[src/rtl/diff_frame_stat.sv]
`default_nettype none
// ============================================================================
// Module      : diff_frame_stat
// Description : Two-stage frame-difference pipeline with a runtime threshold,
//               a selectable output mode and per-frame changed-pixel stats.
//               Sits between the frame-buffer read path and the
//               binarisation / bounding-box logic.
// Ports       :
//   clk, rst_n                     pixel clock, async active-low reset
//   data_cur, data_next            current / next frame pixel
//   per_frame_vsync/href/clken     input syncs
//   cfg_threshold                  change threshold (strict greater-than)
//   cfg_mode                       0/3 mask, 1 abs diff, 2 gated abs diff
//   cfg_min_count                  changed pixels needed to flag motion
//   post_frame_vsync/href/clken    syncs delayed 2 clk
//   post_img_data                  processed pixel, aligned with post syncs
//   frame_change_cnt               changed-pixel count of last full frame
//   motion_flag                    frame_change_cnt >= min count of that frame
//   frame_done                     1-clk pulse when the stats update
// Revision    : 1.0  initial release
// ============================================================================
module diff_frame_stat #(
    parameter int DATA_W   = 8,
    parameter int CNT_W    = 20,
    parameter int TH_RESET = 20
) (
    input  logic              clk,
    input  logic              rst_n,
    input  logic [DATA_W-1:0] data_cur,
    input  logic [DATA_W-1:0] data_next,
    input  logic              per_frame_vsync,
    input  logic              per_frame_href,
    input  logic              per_frame_clken,
    input  logic [DATA_W-1:0] cfg_threshold,
    input  logic [1:0]        cfg_mode,
    input  logic [CNT_W-1:0]  cfg_min_count,
    output logic              post_frame_vsync,
    output logic              post_frame_href,
    output logic              post_frame_clken,
    output logic [DATA_W-1:0] post_img_data,
    output logic [CNT_W-1:0]  frame_change_cnt,
    output logic              motion_flag,
    output logic              frame_done
);

    localparam logic [DATA_W-1:0] C_ONES    = {DATA_W{1'b1}};
    localparam logic [CNT_W-1:0]  C_CNT_MAX = {CNT_W{1'b1}};

    typedef enum logic [1:0] {
        S_IDLE   = 2'd0,
        S_ACTIVE = 2'd1,
        S_REPORT = 2'd2
    } state_t;

    // ------------------------------------------------------------------
    // Vsync rise detection and configuration latch.
    // r_vs_prev resets to 1 so that a reset released in the middle of a
    // frame (vsync already high) is not mistaken for a frame start; the
    // partial frame is therefore never counted or reported.
    // ------------------------------------------------------------------
    logic              r_vs_prev;
    logic              w_vs_rise;
    logic [DATA_W-1:0] r_th;
    logic [1:0]        r_mode;
    logic [CNT_W-1:0]  r_min;

    assign w_vs_rise = per_frame_vsync & ~r_vs_prev;

    always_ff @(posedge clk or negedge rst_n) begin
        if (!rst_n) begin
            r_vs_prev <= 1'b1;
            r_th      <= DATA_W'(TH_RESET);
            r_mode    <= 2'd0;
            r_min     <= '0;
        end else begin
            r_vs_prev <= per_frame_vsync;
            if (w_vs_rise) begin
                r_th   <= cfg_threshold;
                r_mode <= cfg_mode;
                r_min  <= cfg_min_count;
            end
        end
    end

    // ------------------------------------------------------------------
    // Stage 1: absolute difference (ordered subtract, never wraps).
    // The rise pulse travels with the syncs so the FSM sees it exactly
    // when the post vsync rises.
    // ------------------------------------------------------------------
    logic [DATA_W-1:0] w_abs;
    logic [DATA_W-1:0] r_d1;
    logic              r_s1_vsync;
    logic              r_s1_href;
    logic              r_s1_clken;
    logic              r_s1_rise;

    assign w_abs = (data_next >= data_cur) ? (data_next - data_cur)
                                           : (data_cur - data_next);

    always_ff @(posedge clk or negedge rst_n) begin
        if (!rst_n) begin
            r_d1       <= '0;
            r_s1_vsync <= 1'b0;
            r_s1_href  <= 1'b0;
            r_s1_clken <= 1'b0;
            r_s1_rise  <= 1'b0;
        end else begin
            r_d1       <= w_abs;
            r_s1_vsync <= per_frame_vsync;
            r_s1_href  <= per_frame_href;
            r_s1_clken <= per_frame_clken;
            r_s1_rise  <= w_vs_rise;
        end
    end

    // ------------------------------------------------------------------
    // Stage 2: threshold compare and mode select
    // ------------------------------------------------------------------
    logic              w_chg;
    logic [DATA_W-1:0] w_pix;
    logic              r_chg2;
    logic              r_s2_rise;

    assign w_chg = (r_d1 > r_th);

    always_comb begin
        w_pix = '0;
        if (r_s1_clken) begin
            case (r_mode)
                2'd1:    w_pix = r_d1;
                2'd2:    w_pix = w_chg ? r_d1 : '0;
                default: w_pix = w_chg ? C_ONES : '0;
            endcase
        end
    end

    always_ff @(posedge clk or negedge rst_n) begin
        if (!rst_n) begin
            post_img_data    <= '0;
            post_frame_vsync <= 1'b0;
            post_frame_href  <= 1'b0;
            post_frame_clken <= 1'b0;
            r_chg2           <= 1'b0;
            r_s2_rise        <= 1'b0;
        end else begin
            post_img_data    <= w_pix;
            post_frame_vsync <= r_s1_vsync;
            post_frame_href  <= r_s1_href;
            post_frame_clken <= r_s1_clken;
            r_chg2           <= w_chg;
            r_s2_rise        <= r_s1_rise;
        end
    end

    // ------------------------------------------------------------------
    // Statistics FSM, driven by the post-stage syncs
    // ------------------------------------------------------------------
    state_t           r_state;
    state_t           w_next_state;
    logic [CNT_W-1:0] r_cnt;
    logic [CNT_W-1:0] w_cnt_inc;
    logic             w_hit;

    assign w_hit     = post_frame_clken & post_frame_href & r_chg2;
    assign w_cnt_inc = (w_hit && (r_cnt != C_CNT_MAX)) ? (r_cnt + CNT_W'(1)) : r_cnt;

    always_ff @(posedge clk or negedge rst_n) begin
        if (!rst_n) begin
            r_state <= S_IDLE;
        end else begin
            r_state <= w_next_state;
        end
    end

    always_comb begin
        w_next_state = r_state;
        frame_done   = 1'b0;
        case (r_state)
            S_IDLE: begin
                if (r_s2_rise) begin
                    w_next_state = S_ACTIVE;
                end
            end
            S_ACTIVE: begin
                // Entered with post vsync high, so a low level is the fall.
                if (!post_frame_vsync) begin
                    w_next_state = S_REPORT;
                end
            end
            S_REPORT: begin
                frame_done   = 1'b1;
                w_next_state = S_IDLE;
            end
            default: begin
                w_next_state = S_IDLE;
            end
        endcase
    end

    // Stats are loaded on entry to REPORT so they change together with
    // the frame_done pulse; w_cnt_inc includes any hit in the exit cycle.
    always_ff @(posedge clk or negedge rst_n) begin
        if (!rst_n) begin
            r_cnt            <= '0;
            frame_change_cnt <= '0;
            motion_flag      <= 1'b0;
        end else begin
            if (r_state == S_IDLE && r_s2_rise) begin
                r_cnt <= '0;
            end else if (r_state == S_ACTIVE) begin
                r_cnt <= w_cnt_inc;
            end
            if (r_state == S_ACTIVE && w_next_state == S_REPORT) begin
                frame_change_cnt <= w_cnt_inc;
                motion_flag      <= (w_cnt_inc >= r_min);
            end
        end
    end

endmodule
`default_nettype wire
[config.mk]
export PLATFORM = sky130hd
export DESIGN_NAME = diff_frame_stat
export DESIGN_NICKNAME = d
export VERILOG_FILES = /design/src/rtl/diff_frame_stat.sv
export SDC_FILE = /design/constraint.sdc
export NUM_CORES = 1
export LEC_CHECK = 0
export CAP_MARGIN = 10
export CORE_MARGIN = 3
export CORE_UTILIZATION = 49
export DETAILED_ROUTE_END_ITERATION = 12
export PLACE_DENSITY = 0.8
export RECOVER_POWER = 100
export SLEW_MARGIN = 20
export SYNTH_ARGS = -nofsm -noshare
export SYNTH_HDL_FRONTEND = slang
export SYNTH_SLANG_ARGS = --single-unit
[constraint.sdc]
create_clock -name clk -period 2.7 [get_ports clk]
set_input_delay 0.405 -clock clk [delete_from_list [all_inputs] [get_ports clk]]
set_output_delay 0.405 -clock clk [all_outputs]
set_load 0.01 [all_outputs]
==> results of run 1 <==
-- layer usage --
layer	track usage, %	share of wire (%)
met5	0	0
met1	26.87	38
met2	44.85	53
met4	12.74	4.3
met3	4.636	5.1
-- worst max path at each step --
stage	from	end	slack, ns	cells past startpoint
final	r_cnt[0]$_DFFE_PN0P_	motion_flag$_DFFE_PN0P_	-0.16	13
after floorplan	r_cnt[8]$_DFFE_PN0P_	motion_flag$_DFFE_PN0P_	-0.06	12
after global placement	r_cnt[0]$_DFFE_PN0P_	motion_flag$_DFFE_PN0P_	-0.17	12
after detailed placement	r_cnt[0]$_DFFE_PN0P_	motion_flag$_DFFE_PN0P_	-0.28	12
after global routing	r_cnt[0]$_DFFE_PN0P_	motion_flag$_DFFE_PN0P_	-0.26	13
after CTS	r_cnt[0]$_DFFE_PN0P_	motion_flag$_DFFE_PN0P_	-0.03	13
-- power by group through the flow --
stage / registers (mW) / logic (mW) / clock network [mW]
2_1_floorplan: 1.83 / 0.727 / 0
3_3_place_gp: 1.82 / 1.28 / 0
3_5_place_dp: 1.82 / 1.33 / 0
4_1_cts: 1.80 / 1.37 / 1.43
5_1_grt: 1.82 / 1.53 / 1.50
6_report: 1.80 / 1.38 / 1.41
-- registers in the layout (all words and copies together) (netlist names) --
signal and count:
frame_change_cnt 20, r_mode 2, r_d1 8, r_s1_rise 1, r_s2_rise 1, r_s1_clken 1
r_th 8, post_frame_clken 1, post_frame_href 1, post_img_data 8, r_chg2 1, r_vs_prev 1
motion_flag 1, r_s1_href 1, r_state 2, r_min 20, r_cnt 20, post_frame_vsync 1
r_s1_vsync 1
-- cells in the final DEF, fill, tap and decap left out, types with 9 or more instances in the layout --
cell / count
xor2_1: 11
a31oi_1: 12
clkdlybuf4s50_1: 78
a21o_1: 12
dfrtp_1: 93
nand4_1: 9
a21oi_1: 36
mux2_2: 20
nor2_1: 12
inv_1: 55
o21ai_0: 45
nand2_1: 56
clkbuf_16: 9
nand3_1: 14
buf_4: 88
ha_1: 44
-- area by class of cell --
class                      count  area (µm²)
clock buffer                  10       239.0
clock inverter                 6       87.58
tap                          140       175.2
multi-input combinational    386        2984
inverter                      55       206.4
sequential                    99        2485
fill                         817        3267
timing repair buffer         172        1491
-- repair_timing --
action	CTS	global route
setup endpoints to repair	1	1
resized for setup	27	11
hold buffers	0	0
pin swaps	16	8
setup buffers	8	2
-- critical path, delay by kind of cell (launching register included) --
kind / cells / cell delay, ns
compound gates: 6 / 0.95
simple gates: 4 / 0.76
fa+ha+maj: 2 / 0.46
flops: 1 / 0.37
buf+inv: 1 / 0.21
-- stage by stage --
stage          instance area [µm²]  hold WS [ns]
3_5_place_dp                  7074        0.3347
4_1_cts                       7605        0.1523
2_1_floorplan                 5554        0.1094
6_report                      7669        0.3495
3_3_place_gp                  7074        0.3342
5_1_grt                       7669        0.3578
-- logic make-up (layout without fill, tap and decap cells) --
kind of cell    after synthesis  after routing
flops                        99             99
xor+xnor                     24             24
buf+inv                      78            243
fa+ha+maj                    48             48
mux                          27             27
simple gates                139            139
compound gates              148            148
==> summary.md, run 1 <==
| Metric | Value |
|---|---|
| Fin util | `70.13%` |
| P_int | `3.134 mW` |
| XOR/XNOR Fraction of Synth Area | `3.786%` |
| Setup TNS Final | `-0.1646 ns` |
| Final Power | `4.594 mW` |
| Worst Path Required | `2.92 ns` |
| RePlAce Congestion | `0.8444` |
| Largest net degree at the start of global routing | `61` |
| Sw Ratio | `31.78%` |
| Total CTS buffers | `9` |
| Critical path endpoint category | `register` |
| Worst IR drop on VDD | `0.3442 mV` |
| Drc violations | `0` |
| Yosys top cell by area | `dfrtp_1` |
| Clock share of power | `30.8%` |
| Htree depth | `3` |
| CP peak stage delay | `0.39 ns` |
| DRT iter0 DRCs | `238` |
| R2R depth | `13` |
| Core Rows | `38` |
| Clock sink total | `99` |
| PwrDens | `599.0 mW/mm²` |
| Post-route setup slack | `-0.1646 ns` |
| Async S/R FF share, synth | `100.0%` |
| Top cells by count, synth | `dfrtp_1, nand2_1, inv_1, o21ai_0, ha_1` |
| Die X-Extent | `112.4 µm` |
| GR Util All Layers | `24.53%` |
| Compound-gate portion of the synthesized area | `16.57%` |
| CP Class | `register to register` |
| RR Endpoint | `motion_flag$_DFFE_PN0P_` |
| I/O pin cnt | `84` |
| Routed len/inst | `17.56 µm` |
| Switch Pwr | `1.460 mW` |
| Post-synth EDFFs | `0` |
| DR pass1 iterations | `5` |
| Pre-CTS WS | `-0.2791 ns` |
| Startpoint Class | `register` |
| Fin. Hold Viols | `0` |
| Vias per cell | `5.643` |
| Worst Hold End | `post_frame_vsync$_DFF_PN0_` |
| Mapped Nets | `662` |
| Simple-gate share of the synthesized area | `13.00%` |
| First-pass GRT wire length | `24.70 mm` |
| Syn Inst Count | `563` |
| R2R setup slack | `-0.16 ns` |
| Hold path depth | `0` |
| Distinct cell type count after synthesis | `61` |
| Worst skew pair latency | `0.35 ns` |
| Number of global-route vias before repair | `5179` |
| Fin cells | `868` |
| Clock Path Buffers | `2` |
| Min Clock Period, post-route | `2.865 ns` |
| WP data arrival | `3.09 ns` |
| Clk_skew | `0.01176 ns` |
| CTS tree | `done` |
| Failing checks | `setup timing` |
| Synth Warn # | `0` |
| Slew Limit Fails | `0` |
| Final-stage net count | `822` |
| Status | `finished, violations left` |
| Synthesized flop and latch total | `99` |
| CP max stage cell | `or3_4` |
| Die height | `112.4 µm` |
| Initial antenna violation count | `0` |
| Vias | `4898` |
| Clock-pin slew on the worst setup and hold paths | `0.07 ns` |
| Final setup fails | `1` |
| Dpl hpwl | `10.86 mm` |
| Final WL | `15.24 mm` |
| Min-Delay Startpoint | `r_s1_vsync$_DFF_PN0_` |
| Reg2reg start | `r_cnt[0]$_DFFE_PN0P_` |
| Post-synthesis mux area share | `5.319%` |
| Seq pwr share | `39.1%` |
| Count leader, synth | `dfrtp_1` |
| CORE AREA | `0.01094 mm²` |
| HP Class | `register to register` |
| Comb pwr share | `30.1%` |
| RSZ-0062 raised after global routing | `true` |
| Crit Path Max Fanout | `4` |
| Worst-margin pin slew | `1.455 ns` |
| Fin crit share | `106.1%` |
| Ant. Diodes | `0` |
| Max-slew headroom | `3.003%` |
| CP cell instances | `ha_2 > nand4_1 > or3_4 > o211ai_1 > buf_4 > or3_4 > nand2_4 > ha_4 > a21oi_2 > o211ai_1 > a21oi_1 > o2bb2ai_1 > a31oi_1` |
| Yosys top cell area share | `43.27%` |
| Area share of fa/ha/maj cells after synthesis | `11.09%` |
| Port bufs | `83` |
| Maxcap violations | `0` |
| Area Growth Syn to Fin | `38.13%` |
| Largest family of logic cells by synthesized area | `compound AO/OA/AOI/OAI gates` |
| Syn avg cell area | `9.861 µm²` |
| Synth Cell Area | `0.005552 mm²` |
| Final ANT Viol Nets | `0` |
| Placed cells | `842` |
| Grt ovf | `0` |
| Layout cells sized above 1 | `23.21%` |
| Root buffer cell | `clkbuf_16` |
| Sequential fraction of the synthesis area | `44.69%` |
| Peak Freq | `349.1 MHz` |
| Starting density of the core | `50.77%` |
| Ranking of synthesized cells by area | `dfrtp_1, ha_1, o21ai_0` |
| Top FF cell, synth | `dfrtp_1` |
| Die area | `0.01264 mm²` |
| Leakage dissipation | `3.752 nW` |
Power figures use the tool's default switching activity.
==> run 2, diff against run 1 <==
- GPL_ROUTABILITY_DRIVEN: unset -> 1
- HOLD_SLACK_MARGIN: unset -> 0.08
==> results of run 2 <==
Final layout, timing and power as in run 1 (identical DEF).
==> run 3, diff against run 2 <==
- SLEW_MARGIN: 20 -> unset
==> results of run 3 <==
Final layout, timing and power as in run 1 (identical DEF).
